===== config.mk =====
export PLATFORM = sky130hd
export DESIGN_NAME = lc3_fetch_ctrl_flat
export DESIGN_NICKNAME = d
export VERILOG_FILES = /design/src/rtl/lc3_fetch_ctrl_if.sv /design/src/rtl/lc3_fetch_ctrl.sv /design/src/flat_wrapper.sv
export SDC_FILE = /design/constraint.sdc
export NUM_CORES = 1
export LEC_CHECK = 0
export CORE_AREA = 2 2 75 77
export CTS_CLUSTER_SIZE = 16
export DETAILED_ROUTE_END_ITERATION = 10
export DIE_AREA = 0 0 77 79
export GPL_TIMING_DRIVEN = 1
export PLACE_DENSITY = 0.69
export SYNTH_ARGS = -nofsm -noshare
export SYNTH_HDL_FRONTEND = slang
export SYNTH_SLANG_ARGS = --single-unit

===== constraint.sdc =====
create_clock -name clk -period 1.34 [get_ports clk]
set_clock_uncertainty 0.1 [all_clocks]
set_input_delay 0.201 -clock clk [delete_from_list [all_inputs] [get_ports clk]]
set_output_delay 0.201 -clock clk [all_outputs]
set_load 0.01 [all_outputs]

===== src/rtl/lc3_fetch_ctrl_if.sv =====
// Handshake/bus bundle between the LC-3 main control, datapath and the fetch sequencer.
// The slave modport is the fetch sequencer; the master modport is the surrounding core.
interface lc3_fetch_ctrl_if;
  logic        start_fetch;
  logic [15:0] bus;
  logic [15:0] mem_rdata;
  logic        mem_ready;
  logic        gate_pc_en;
  logic        ld_pc;
  logic [1:0]  pc_sel;
  logic        mem_rd_en;
  logic [15:0] mem_addr;
  logic [15:0] ir;
  logic        fetch_done;
  logic        fetch_err;
  logic        busy;

  modport slave (
    input  start_fetch, bus, mem_rdata, mem_ready,
    output gate_pc_en, ld_pc, pc_sel, mem_rd_en, mem_addr, ir,
           fetch_done, fetch_err, busy
  );

  modport master (
    output start_fetch, bus, mem_rdata, mem_ready,
    input  gate_pc_en, ld_pc, pc_sel, mem_rd_en, mem_addr, ir,
           fetch_done, fetch_err, busy
  );
endinterface


===== src/rtl/lc3_fetch_ctrl.sv =====
// LC-3 instruction-fetch sequencer: IDLE -> MAR -> MEM -> IR, loads MAR/MDR/IR.
// Optional MEM-wait timeout enabled by defining FETCH_TIMEOUT_EN.
module lc3_fetch_ctrl #(
  parameter int unsigned TIMEOUT_CYCLES = 255
) (
  input  logic            clk,
  input  logic            rst,
  lc3_fetch_ctrl_if.slave fif
);

  typedef enum logic [1:0] {
    S_IDLE = 2'd0,
    S_MAR  = 2'd1,
    S_MEM  = 2'd2,
    S_IR   = 2'd3
  } state_t;

  state_t      state_q, state_d;
  logic [15:0] mar_q, mar_d;
  logic [15:0] mdr_q, mdr_d;
  logic [15:0] ir_q, ir_d;
  logic        fetch_done_q, fetch_done_d;

`ifdef FETCH_TIMEOUT_EN
  // Counter holds the number of MEM cycles already spent waiting, so the
  // limit cycle is the one where it equals TIMEOUT_CYCLES-1.
  localparam logic [7:0] LIMIT = 8'(TIMEOUT_CYCLES - 1);
  logic [7:0]  wait_cnt_q, wait_cnt_d;
  logic        fetch_err_q, fetch_err_d;
`endif

  always_comb begin
    state_d      = state_q;
    mar_d        = mar_q;
    mdr_d        = mdr_q;
    ir_d         = ir_q;
    fetch_done_d = 1'b0;
`ifdef FETCH_TIMEOUT_EN
    wait_cnt_d   = wait_cnt_q;
    fetch_err_d  = 1'b0;
`endif
    case (state_q)
      S_IDLE: begin
        if (fif.start_fetch) state_d = S_MAR;
      end
      S_MAR: begin
        mar_d   = fif.bus;
        state_d = S_MEM;
`ifdef FETCH_TIMEOUT_EN
        wait_cnt_d = 8'd0;
`endif
      end
      S_MEM: begin
        if (fif.mem_ready) begin
          mdr_d   = fif.mem_rdata;
          state_d = S_IR;
        end
`ifdef FETCH_TIMEOUT_EN
        else if (wait_cnt_q == LIMIT) begin
          state_d     = S_IDLE;
          fetch_err_d = 1'b1;
        end else begin
          wait_cnt_d = wait_cnt_q + 8'd1;
        end
`endif
      end
      S_IR: begin
        ir_d         = mdr_q;
        fetch_done_d = 1'b1;
        state_d      = S_IDLE;
      end
      default: state_d = S_IDLE;
    endcase
  end

  always_ff @(posedge clk) begin
    if (rst) begin
      state_q      <= S_IDLE;
      mar_q        <= 16'h0000;
      mdr_q        <= 16'h0000;
      ir_q         <= 16'h0000;
      fetch_done_q <= 1'b0;
`ifdef FETCH_TIMEOUT_EN
      wait_cnt_q   <= 8'd0;
      fetch_err_q  <= 1'b0;
`endif
    end else begin
      state_q      <= state_d;
      mar_q        <= mar_d;
      mdr_q        <= mdr_d;
      ir_q         <= ir_d;
      fetch_done_q <= fetch_done_d;
`ifdef FETCH_TIMEOUT_EN
      wait_cnt_q   <= wait_cnt_d;
      fetch_err_q  <= fetch_err_d;
`endif
    end
  end

  // Strobes are pure state decodes so they line up with the state cycle itself.
  assign fif.gate_pc_en = (state_q == S_MAR);
  assign fif.ld_pc      = (state_q == S_MAR);
  assign fif.pc_sel     = 2'b00;
  assign fif.mem_rd_en  = (state_q == S_MEM);
  assign fif.mem_addr   = mar_q;
  assign fif.ir         = ir_q;
  assign fif.fetch_done = fetch_done_q;
  assign fif.busy       = (state_q != S_IDLE);
`ifdef FETCH_TIMEOUT_EN
  assign fif.fetch_err  = fetch_err_q;
`else
  assign fif.fetch_err  = 1'b0;
`endif

endmodule


===== src/flat_wrapper.sv =====
// flat-port wrapper written by rule: the top's interface ports become plain ports
module lc3_fetch_ctrl_flat 
#(
  parameter int unsigned TIMEOUT_CYCLES = 255
)
  (clk, rst, fif_start_fetch, fif_bus, fif_mem_rdata, fif_mem_ready, fif_gate_pc_en, fif_ld_pc, fif_pc_sel, fif_mem_rd_en, fif_mem_addr, fif_ir, fif_fetch_done, fif_fetch_err, fif_busy);
  lc3_fetch_ctrl_if fif_i ();
  input  logic clk;
  input  logic rst;
  input wire logic [$bits(fif_i.start_fetch)-1:0] fif_start_fetch;
  input wire logic [$bits(fif_i.bus)-1:0] fif_bus;
  input wire logic [$bits(fif_i.mem_rdata)-1:0] fif_mem_rdata;
  input wire logic [$bits(fif_i.mem_ready)-1:0] fif_mem_ready;
  output wire logic [$bits(fif_i.gate_pc_en)-1:0] fif_gate_pc_en;
  output wire logic [$bits(fif_i.ld_pc)-1:0] fif_ld_pc;
  output wire logic [$bits(fif_i.pc_sel)-1:0] fif_pc_sel;
  output wire logic [$bits(fif_i.mem_rd_en)-1:0] fif_mem_rd_en;
  output wire logic [$bits(fif_i.mem_addr)-1:0] fif_mem_addr;
  output wire logic [$bits(fif_i.ir)-1:0] fif_ir;
  output wire logic [$bits(fif_i.fetch_done)-1:0] fif_fetch_done;
  output wire logic [$bits(fif_i.fetch_err)-1:0] fif_fetch_err;
  output wire logic [$bits(fif_i.busy)-1:0] fif_busy;
  assign fif_i.start_fetch = fif_start_fetch;
  assign fif_i.bus = fif_bus;
  assign fif_i.mem_rdata = fif_mem_rdata;
  assign fif_i.mem_ready = fif_mem_ready;
  assign fif_gate_pc_en = fif_i.gate_pc_en;
  assign fif_ld_pc = fif_i.ld_pc;
  assign fif_pc_sel = fif_i.pc_sel;
  assign fif_mem_rd_en = fif_i.mem_rd_en;
  assign fif_mem_addr = fif_i.mem_addr;
  assign fif_ir = fif_i.ir;
  assign fif_fetch_done = fif_i.fetch_done;
  assign fif_fetch_err = fif_i.fetch_err;
  assign fif_busy = fif_i.busy;
  lc3_fetch_ctrl #(.TIMEOUT_CYCLES(TIMEOUT_CYCLES)) u_core (.clk(clk), .rst(rst), .fif(fif_i));
endmodule

# After elaboration in Yosys (flattened, before gate mapping)

Index checks and enable logic that the tools add are counted.

Eq/ne operators: 5
Mux-type cells: 4
Reduce and logical (&&, ||, !) cells: 4

Operators with widths:

| kind                                                 | number |
|---|---|
| case mux 2 bit (4 select lines)                      | 1 |
| equality test 2 bit (second input constant)          | 2 |
| two-way mux 2 bit                                    | 2 |
| != test 2 bit (second input constant)                | 2 |
| AND reduction 2 bit                                  | 2 |
| equality test 2 x 1 -> 1 bit (second input constant) | 1 |
| zero test 2 bit                                      | 1 |
| nonzero test 2 bit                                   | 1 |
| two-way mux 1 bit                                    | 1 |

Flip-flop bits (word level): 51
Input bits: 36
Logic and storage cells: 18

# Logic depth before layout (Yosys ltp)

Gate-level depths: netlist of the first run.

Word-level depth: 3
Gate-level depth with buffers: 7
Mapped depth without buffers: 5

# Least setup slack after synthesis of the first run

OpenSTA, ideal clock, no wires.

Path kind: register to register
Start: reg u_core.state_q[0]
End: reg u_core.mdr_q[10]
Data arrival time: 1.212 ns
Required time: 1.117 ns
Path slack: -0.095 ns
Stages on the path, launching flop included: 8
Path buffers: 2
Clock period less this slack: 1.435 ns
Path through: dfxtp_1 -> inv_1 -> ha_1 -> and2_1 -> buf_6 -> buf_12 -> nand2_1 -> a21oi_2

Word-level cells in the longest chain between the ends: 2

Ends and longest elaborated chain:

| what                                 | line                 | text |
|---|---|---|
| start: declaration                   | lc3_fetch_ctrl.sv:18 | `state_t state_q, state_d;` |
| start signal: assignment             | lc3_fetch_ctrl.sv:88 | `state_q <= state_d;` |
| equality test 2 bit                  | --                   |  |
| via fif_mem_rd_en                    | flat_wrapper.sv:17   | `output wire logic [$bits(fif_i.mem_rd_en)-1:0] fif_mem_rd_en;` |
| AND reduction 2 bit (no source line) | --                   |  |
| end signal: assignment               | lc3_fetch_ctrl.sv:90 | `mdr_q <= mdr_d;` |
| end: declaration                     | lc3_fetch_ctrl.sv:20 | `logic [15:0] mdr_q, mdr_d;` |

The timed path passes the listed nets, and every way through them passes these cells.
A chain may end at the register's enable or synchronous reset.

# Worst setup path in the final report of the first run

Start: reg u_core.state_q[1]
End: reg u_core.mdr_q[3]

Word-level cells in the longest chain between the ends: 2

Ends and longest elaborated chain:

| what                                 | line                 | text |
|---|---|---|
| equality test 2 bit                  | lc3_fetch_ctrl.sv:42 | `case (state_q)` |
| AND reduction 2 bit (no source line) | --                   |  |

Every way passes these cells.

==> results of run 1 <==
==> worst reg2reg max path, cell delays in order, from the launching register on <==
cell	delay [ns]
dfxtp_2	0.34
buf_6	0.12
ha_4	0.15
buf_6	0.12
and2_4	0.15
clkbuf_16	0.17
nand2_1	0.07
a21oi_1	0.05
==> cell usage in the layout (no fill, tap or decap), drive strengths merged <==
cell type      count
nor2b              2
nor2              32
conb               3
dlygate4sd2       33
and2               1
o211a              1
inv                5
a21oi             17
nand2             35
clkbuf            11
buf               19
mux2i             33
or3                1
dfxtp             51
clkinvlp           1
clkdlybuf4s50     34
ha                 5
==> cell families after synthesis <==
family | Yosys count | share of synthesized area
other cells | 1 | 0.001887
compound gates | 18 | 0.06675
simple gates | 71 | 0.1417
fa+ha+maj | 5 | 0.03149
buf+inv | 22 | 0.07808
flops | 51 | 0.5139
mux | 33 | 0.1662
==> routing by layer <==
layer  up-vias  wire, microns  track usage
li1        800              -            -
met1       724           2107       0.1759
met2        45           2127       0.2360
met3         2            284      0.04432
met4         0             15      0.04286
met5         -              0            0
==> sequential cells by signal, indices dropped and copies added (netlist names) <==
name and flops:
u_core.mdr_q 16, u_core.fif.ir 16, u_core.fif.fetch_done 1, u_core.fif.mem_addr 16, u_core.state_q 2
==> timing repair <==
action	4_1_cts	5_1_grt
setup buffers	2	1
gates resized for setup	61	38
hold endpoints to repair	0	0
pin swaps	1	17
setup endpoints to repair	71	51
gates cloned	0	4
==> through the flow <==
stage          utilization  std cells  setup TNS [ns]  hold slack [ns]  setup slack [ns]
3_3_place_gp        0.5253        341         -0.8558           0.3427          -0.09309
4_1_cts             0.5448        351         -0.8321          0.03418          -0.06135
3_5_place_dp        0.5253        341          -1.879           0.3512           -0.1287
6_report            0.5947        356         -0.4640          0.05164          -0.04109
5_1_grt             0.5947        356          -2.097          0.04527          -0.07840
2_1_floorplan            -        203         -0.1701           0.2279          -0.01809
==> final cells by class <==
class,count,share of cell area
Multi-Input combinational cell,130,0.3043
Tap cell,72,0.02838
Clock inverter,1,0.002365
Clock buffer,7,0.03035
Inverter,5,0.007489
Sequential cell,51,0.3224
Timing Repair Buffer,90,0.3047
==> final timing paths <==
path	to	slack (ns)	cells past startpoint
worst min-delay path	u_core.mdr_q[11]$_SDFFE_PP0P_	0.05	2
worst max-delay path	u_core.mdr_q[3]$_SDFFE_PP0P_	-0.04	7
worst max register to register	u_core.mdr_q[3]$_SDFFE_PP0P_	-0.04	7
worst min register to register	u_core.mdr_q[3]$_SDFFE_PP0P_	0.36	2
==> power by group through the flow <==
stage / Sequential, uW / Combinational (uW) / Clock (uW)
after global routing: 1860 / 1970 / 1050
after CTS: 1810 / 1480 / 989
after global placement: 1850 / 1460 / 0
final: 1820 / 1830 / 945
after detailed placement: 1860 / 1480 / 0
after floorplan: 1910 / 825 / 0
==> flow_metrics.py, run 1 <==
metrics = {
    "synthesis": {
        "syn_avg_cell_area_sq_um": 9.885,
        "netlist_instances": 201,
        "synthArstFlopShare": 0,
        "yosysTopAreaCell": "dfxtp_1",
        "synth_top_area_frac": 0.5139,
        "synth.most_common_cell": "dfxtp_1",
        "syn_area_sq_um": 1987,
        "ys_seq_area_frac": 0.5139,
        "ys_types": 19,
        "ys_seq_elements": 51,
        "synth_common_cells": "dfxtp_1, mux2i_1, nand2_1, nor2_1, a21oi_2",
        "synth_area_leaders": "dfxtp_1, mux2i_1, nand2_1, nor2_1, a21oi_2",
        "synth_ff_type": "dfxtp_1",
        "synth-edff-count": 0,
        "yosysWarnings": 0,
    },
    "detailed_routing": {
        "avgRoutedWirePerCell_microns": 12.74,
        "postRouteAntennaNets": 0,
        "drc": 0,
        "drt_first_pass_iters": 4,
        "via_per_inst": 4.413,
        "drt_iter0_drc": 69,
        "route.vias.total": 1571,
        "wirelength_microns": 4534,
    },
    "floorplanning": {
        "start_util": 0.3722,
        "dieWidth_microns": 77,
        "die_area_sq_um": 6083,
        "core_area_sq_um": 5338,
        "num_rows": 27,
        "ios": 76,
        "die_h_microns": 79,
    },
    "cells_and_area": {
        "n_antenna_cell": 0,
        "fillCellCount": 502,
        "design_area_sq_um": 3174,
        "areaGrowthSynthToFinish_pct": 59.76,
        "nets": 324,
        "drive_gt1_frac": 0.2500,
        "seq_area_sq_um": 1023,
        "multi_input_area_sq_um": 965.9,
    },
    "global_routing": {
        "grt_use_total": 0.1414,
        "gr-total-overflow": 0,
        "grt_max_degree": 28,
        "grt_pass1_vias": 1520,
        "antenna_found_initial": 0,
        "grt_pass1_wl_microns": 6934,
    },
    "min_path": {
        "min-delay-start": "rst",
        "holdCritPathClass": "input pin to flip-flop",
    },
    "setup_path": {
        "crit_buf_inv": 3,
        "cp_data_required_time_ns": 1.42,
        "crit_path_max_incr_delay_ns": 0.34,
        "cp_top_family": "buffers and inverters",
        "r2r-start": "u_core.state_q[1]$_SDFFE_PP0P_",
        "start_kind": "flip-flop",
        "crit_type": "flip-flop to flip-flop",
        "endpoint_kind": "flip-flop",
        "path_common_cell": "buf_6",
        "critical_path.slowest_cell": "dfxtp_2",
        "worstPathCellList": "buf_6 > ha_4 > buf_6 > and2_4 > clkbuf_16 > nand2_1 > a21oi_1",
        "worstPathMaxFanout": 8,
        "crit_arrival_ns": 1.46,
        "critPathLaunch": "u_core.state_q[1]$_SDFFE_PP0P_",
    },
    "cts": {
        "cts_sinks": 51,
        "cts.htree.levels": 2,
        "cts.hold.buffers_added": 0,
        "path_clk_slew_ns": 0.09,
        "cts_buffers": 5,
        "clk_latency_ns": 0.29,
        "clockBufferDepth": 2,
        "ctsRootBufferMaster": "clkbuf_8",
        "cts_tree": "yes",
    },
    "timing": {
        "fin_crit_sh": 1.031,
        "fin_ws_ns": -0.04109,
        "hold_violations": 0,
        "rsz0062_at_grt": "yes",
        "fmax_ghz": 0.7241,
        "fin_crit_ns": 1.381,
        "finalMaxSlewViolations": 0,
        "setup_violations": 26,
    },
    "power_and_ir_drop": {
        "pwr-share-seq": 0.396,
        "switching_power_uw": 1375,
        "power.leakage_uw": 0.001366,
        "power.density_nw_per_um2": 1449,
        "p_clk_frac": 0.205,
        "swShare": 0.2989,
        "ir_drop_mv": 1.032,
        "p_total_uw": 4601,
        "power.combinational.fraction": 0.398,
        "p_int_uw": 3226,
    },
    "placed_design": {
        "placed_area_sq_um": 2804,
        "place_congestion": 0.6602,
        "numPortBuffers": 72,
        "dp_hpwl_microns": 2845,
    },
    "outcome": {
        "failed_checks": "negative setup slack",
        "outcome": "finished, violations left",
    },
    "job": {
        "cap_violations": 0,
    },
}
(Power assumes the default switching activity.)
==> run 2, diff against run 1 <==
--- a/config.mk
+++ b/config.mk
@@ -5,12 +5,13 @@
 export SDC_FILE = /design/constraint.sdc
 export NUM_CORES = 1
 export LEC_CHECK = 0
-export CORE_AREA = 2 2 75 77
+export CORE_AREA = 2 2 74 76
 export CTS_CLUSTER_SIZE = 16
 export DETAILED_ROUTE_END_ITERATION = 10
-export DIE_AREA = 0 0 77 79
+export DIE_AREA = 0 0 76 78
 export GPL_TIMING_DRIVEN = 1
-export PLACE_DENSITY = 0.69
+export PLACE_DENSITY = 0.68
+export REMOVE_ABC_BUFFERS = 1
 export SYNTH_ARGS = -nofsm -noshare
 export SYNTH_HDL_FRONTEND = slang
 export SYNTH_SLANG_ARGS = --single-unit
==> constraint.sdc (replaced) <==
create_clock -name clk -period 1.6 [get_ports clk]
set_clock_uncertainty 0.1 [all_clocks]
set_input_delay 0.24 -clock clk [delete_from_list [all_inputs] [get_ports clk]]
set_output_delay 0.24 -clock clk [all_outputs]
set_load 0.01 [all_outputs]
==> flow_metrics.py, run 2 (synthesis results as in run 1) <==
metrics = {
    "power_and_ir_drop": {
        "power.leakage_uw": 0.001063,
        "p_total_uw": 3439,
        "power.density_nw_per_um2": 1206,
        "ir_drop_mv": 0.6035,
    },
    "cts": {
        "cts.hold.buffers_added": 0,
        "cts_sinks": 51,
        "ctsRootBufferMaster": "clkbuf_8",
        "cts.htree.levels": 2,
        "cts_buffers": 5,
        "path_clk_slew_ns": 0.09,
        "clk_latency_ns": 0.29,
        "cts_tree": "yes",
        "clockBufferDepth": 2,
    },
    "placed_design": {
        "place_congestion": 0.7092,
        "dp_hpwl_microns": 2896,
        "numPortBuffers": 72,
        "placed_area_sq_um": 2736,
    },
    "floorplanning": {
        "dieWidth_microns": 76,
        "die_area_sq_um": 5928,
        "core_area_sq_um": 5042,
        "start_util": 0.3940,
        "num_rows": 26,
        "die_h_microns": 78,
        "ios": 76,
    },
    "timing": {
        "setup_violations": 0,
        "fmax_ghz": 0.6481,
        "fin_crit_ns": 1.543,
        "rsz0062_at_grt": "no",
        "tns_ns": 0,
        "finalMaxSlewViolations": 0,
        "fin_crit_sh": 0.9644,
        "hold_violations": 0,
    },
    "detailed_routing": {
        "drc": 0,
        "avgRoutedWirePerCell_microns": 11.80,
        "wirelength_microns": 4037,
        "route.vias.total": 1526,
        "postRouteAntennaNets": 0,
        "drt_first_pass_iters": 5,
        "drt_iter0_drc": 43,
        "via_per_inst": 4.462,
    },
    "cells_and_area": {
        "mostFrequentLayoutCell": "clkdlybuf4s50_1",
        "design_area_sq_um": 2851,
        "multi_input_area_sq_um": 833.3,
        "n_antenna_cell": 0,
        "drive_gt1_frac": 0.1213,
        "areaGrowthSynthToFinish_pct": 43.51,
        "seq_area_sq_um": 1026,
        "layout_common_cells": "clkdlybuf4s50_1, dfxtp_1, mux2i_1, nand2_1, nor2_1",
        "fillCellCount": 478,
        "fin_util": 0.5655,
        "nets": 312,
    },
    "setup_path": {
        "critical_path.slowest_cell": "clkdlybuf4s50_1",
        "start_kind": "flip-flop",
        "worstPathMaxFanout": 2,
        "worstPathCellList": "clkdlybuf4s50_1",
        "crit_type": "flip-flop to output port",
        "cp_top_family": "buffers and inverters",
        "crit_buf_inv": 1,
        "crit_arrival_ns": 1.20,
        "cp_data_required_time_ns": 1.26,
        "crit_path_max_incr_delay_ns": 0.55,
        "endpoint_kind": "output port",
    },
    "global_routing": {
        "gr-total-overflow": 0,
        "grt_use_total": 0.1408,
        "grt_pass1_vias": 1470,
        "antenna_found_initial": 0,
        "grt_pass1_wl_microns": 6748,
        "grt_max_degree": 38,
    },
    "outcome": {
        "outcome": "finished, final reports clean",
    },
    "min_path": {
        "holdCritPathClass": "input pin to flip-flop",
    },
    "job": {
        "cap_violations": 0,
    },
}
## run 2: changes by cell type in the layout (fill, tap and decap cells not counted), moves of 3 or more
cell and change:
dlygate4sd2_1 -33, clkdlybuf4s50_1 +32, nand2_1 +12, buf_6 -10, nand2_2 -6, nand2_4 -6, clkbuf_16 -4, ha_4 -4
a21oi_1 +3, a21oi_2 -3, ha_1 +3
## run 2: area by class of cell
class,count,share of cell area
inverters,5,0.006582
clock buffers,7,0.03028
multi-input cells,130,0.2922
clock inverters,1,0.003072
well taps,70,0.03072
flip-flops and latches,51,0.3598
repair buffers,78,0.2773
## run 2: stage by stage
| stage | worst slack (ns) | cells | hold WS, ns |
|---|---|---|---|
| final | 0.05696 | 342 | 0.2125 |
| after global routing | 0.008578 | 342 | 0.2215 |
| after CTS | 0.003594 | 341 | 0.2102 |
| after detailed placement | 0.01581 | 333 | 0.3481 |
| after global placement | 0.03025 | 333 | 0.3437 |
| after floorplan | -0.08425 | 186 | 0.2024 |
## run 2: per-layer routing
metal  global-route usage  wire length [microns]
met1               0.1646                   1813
met2               0.2509                   2032
met3              0.04302                    158
met4              0.03818                     34
met5                    0                      0
## run 2: report_power, final
| group | switching [uW] | internal (uW) |
|---|---|---|
| Combinational | 526 | 632 |
| Clock | 391 | 355 |
| Sequential | 89.1 | 1450 |
| Total | 1010 | 2430 |
## run 2: final timing paths
kind / from / endpoint / slack [ns] / cells past startpoint
worst max-delay path: u_core.fif.ir[4]$_SDFFE_PP0P_ / fif_ir[4] / 0.06 / 1
worst min register to register: u_core.mdr_q[3]$_SDFFE_PP0P_ / u_core.mdr_q[3]$_SDFFE_PP0P_ / 0.36 / 2
worst min-delay path: rst / u_core.fif.ir[14]$_SDFFE_PP0P_ / 0.21 / 2
worst max register to register: u_core.state_q[0]$_SDFFE_PP0P_ / u_core.state_q[0]$_SDFFE_PP0P_ / 0.19 / 5
## run 2: what timing repair did
| item | CTS | global route |
|---|---|---|
| pin swaps | 0 | 0 |
| setup endpoints to repair | 4 | 5 |
| setup buffers | 0 | 1 |
| gates resized for setup | 10 | 8 |
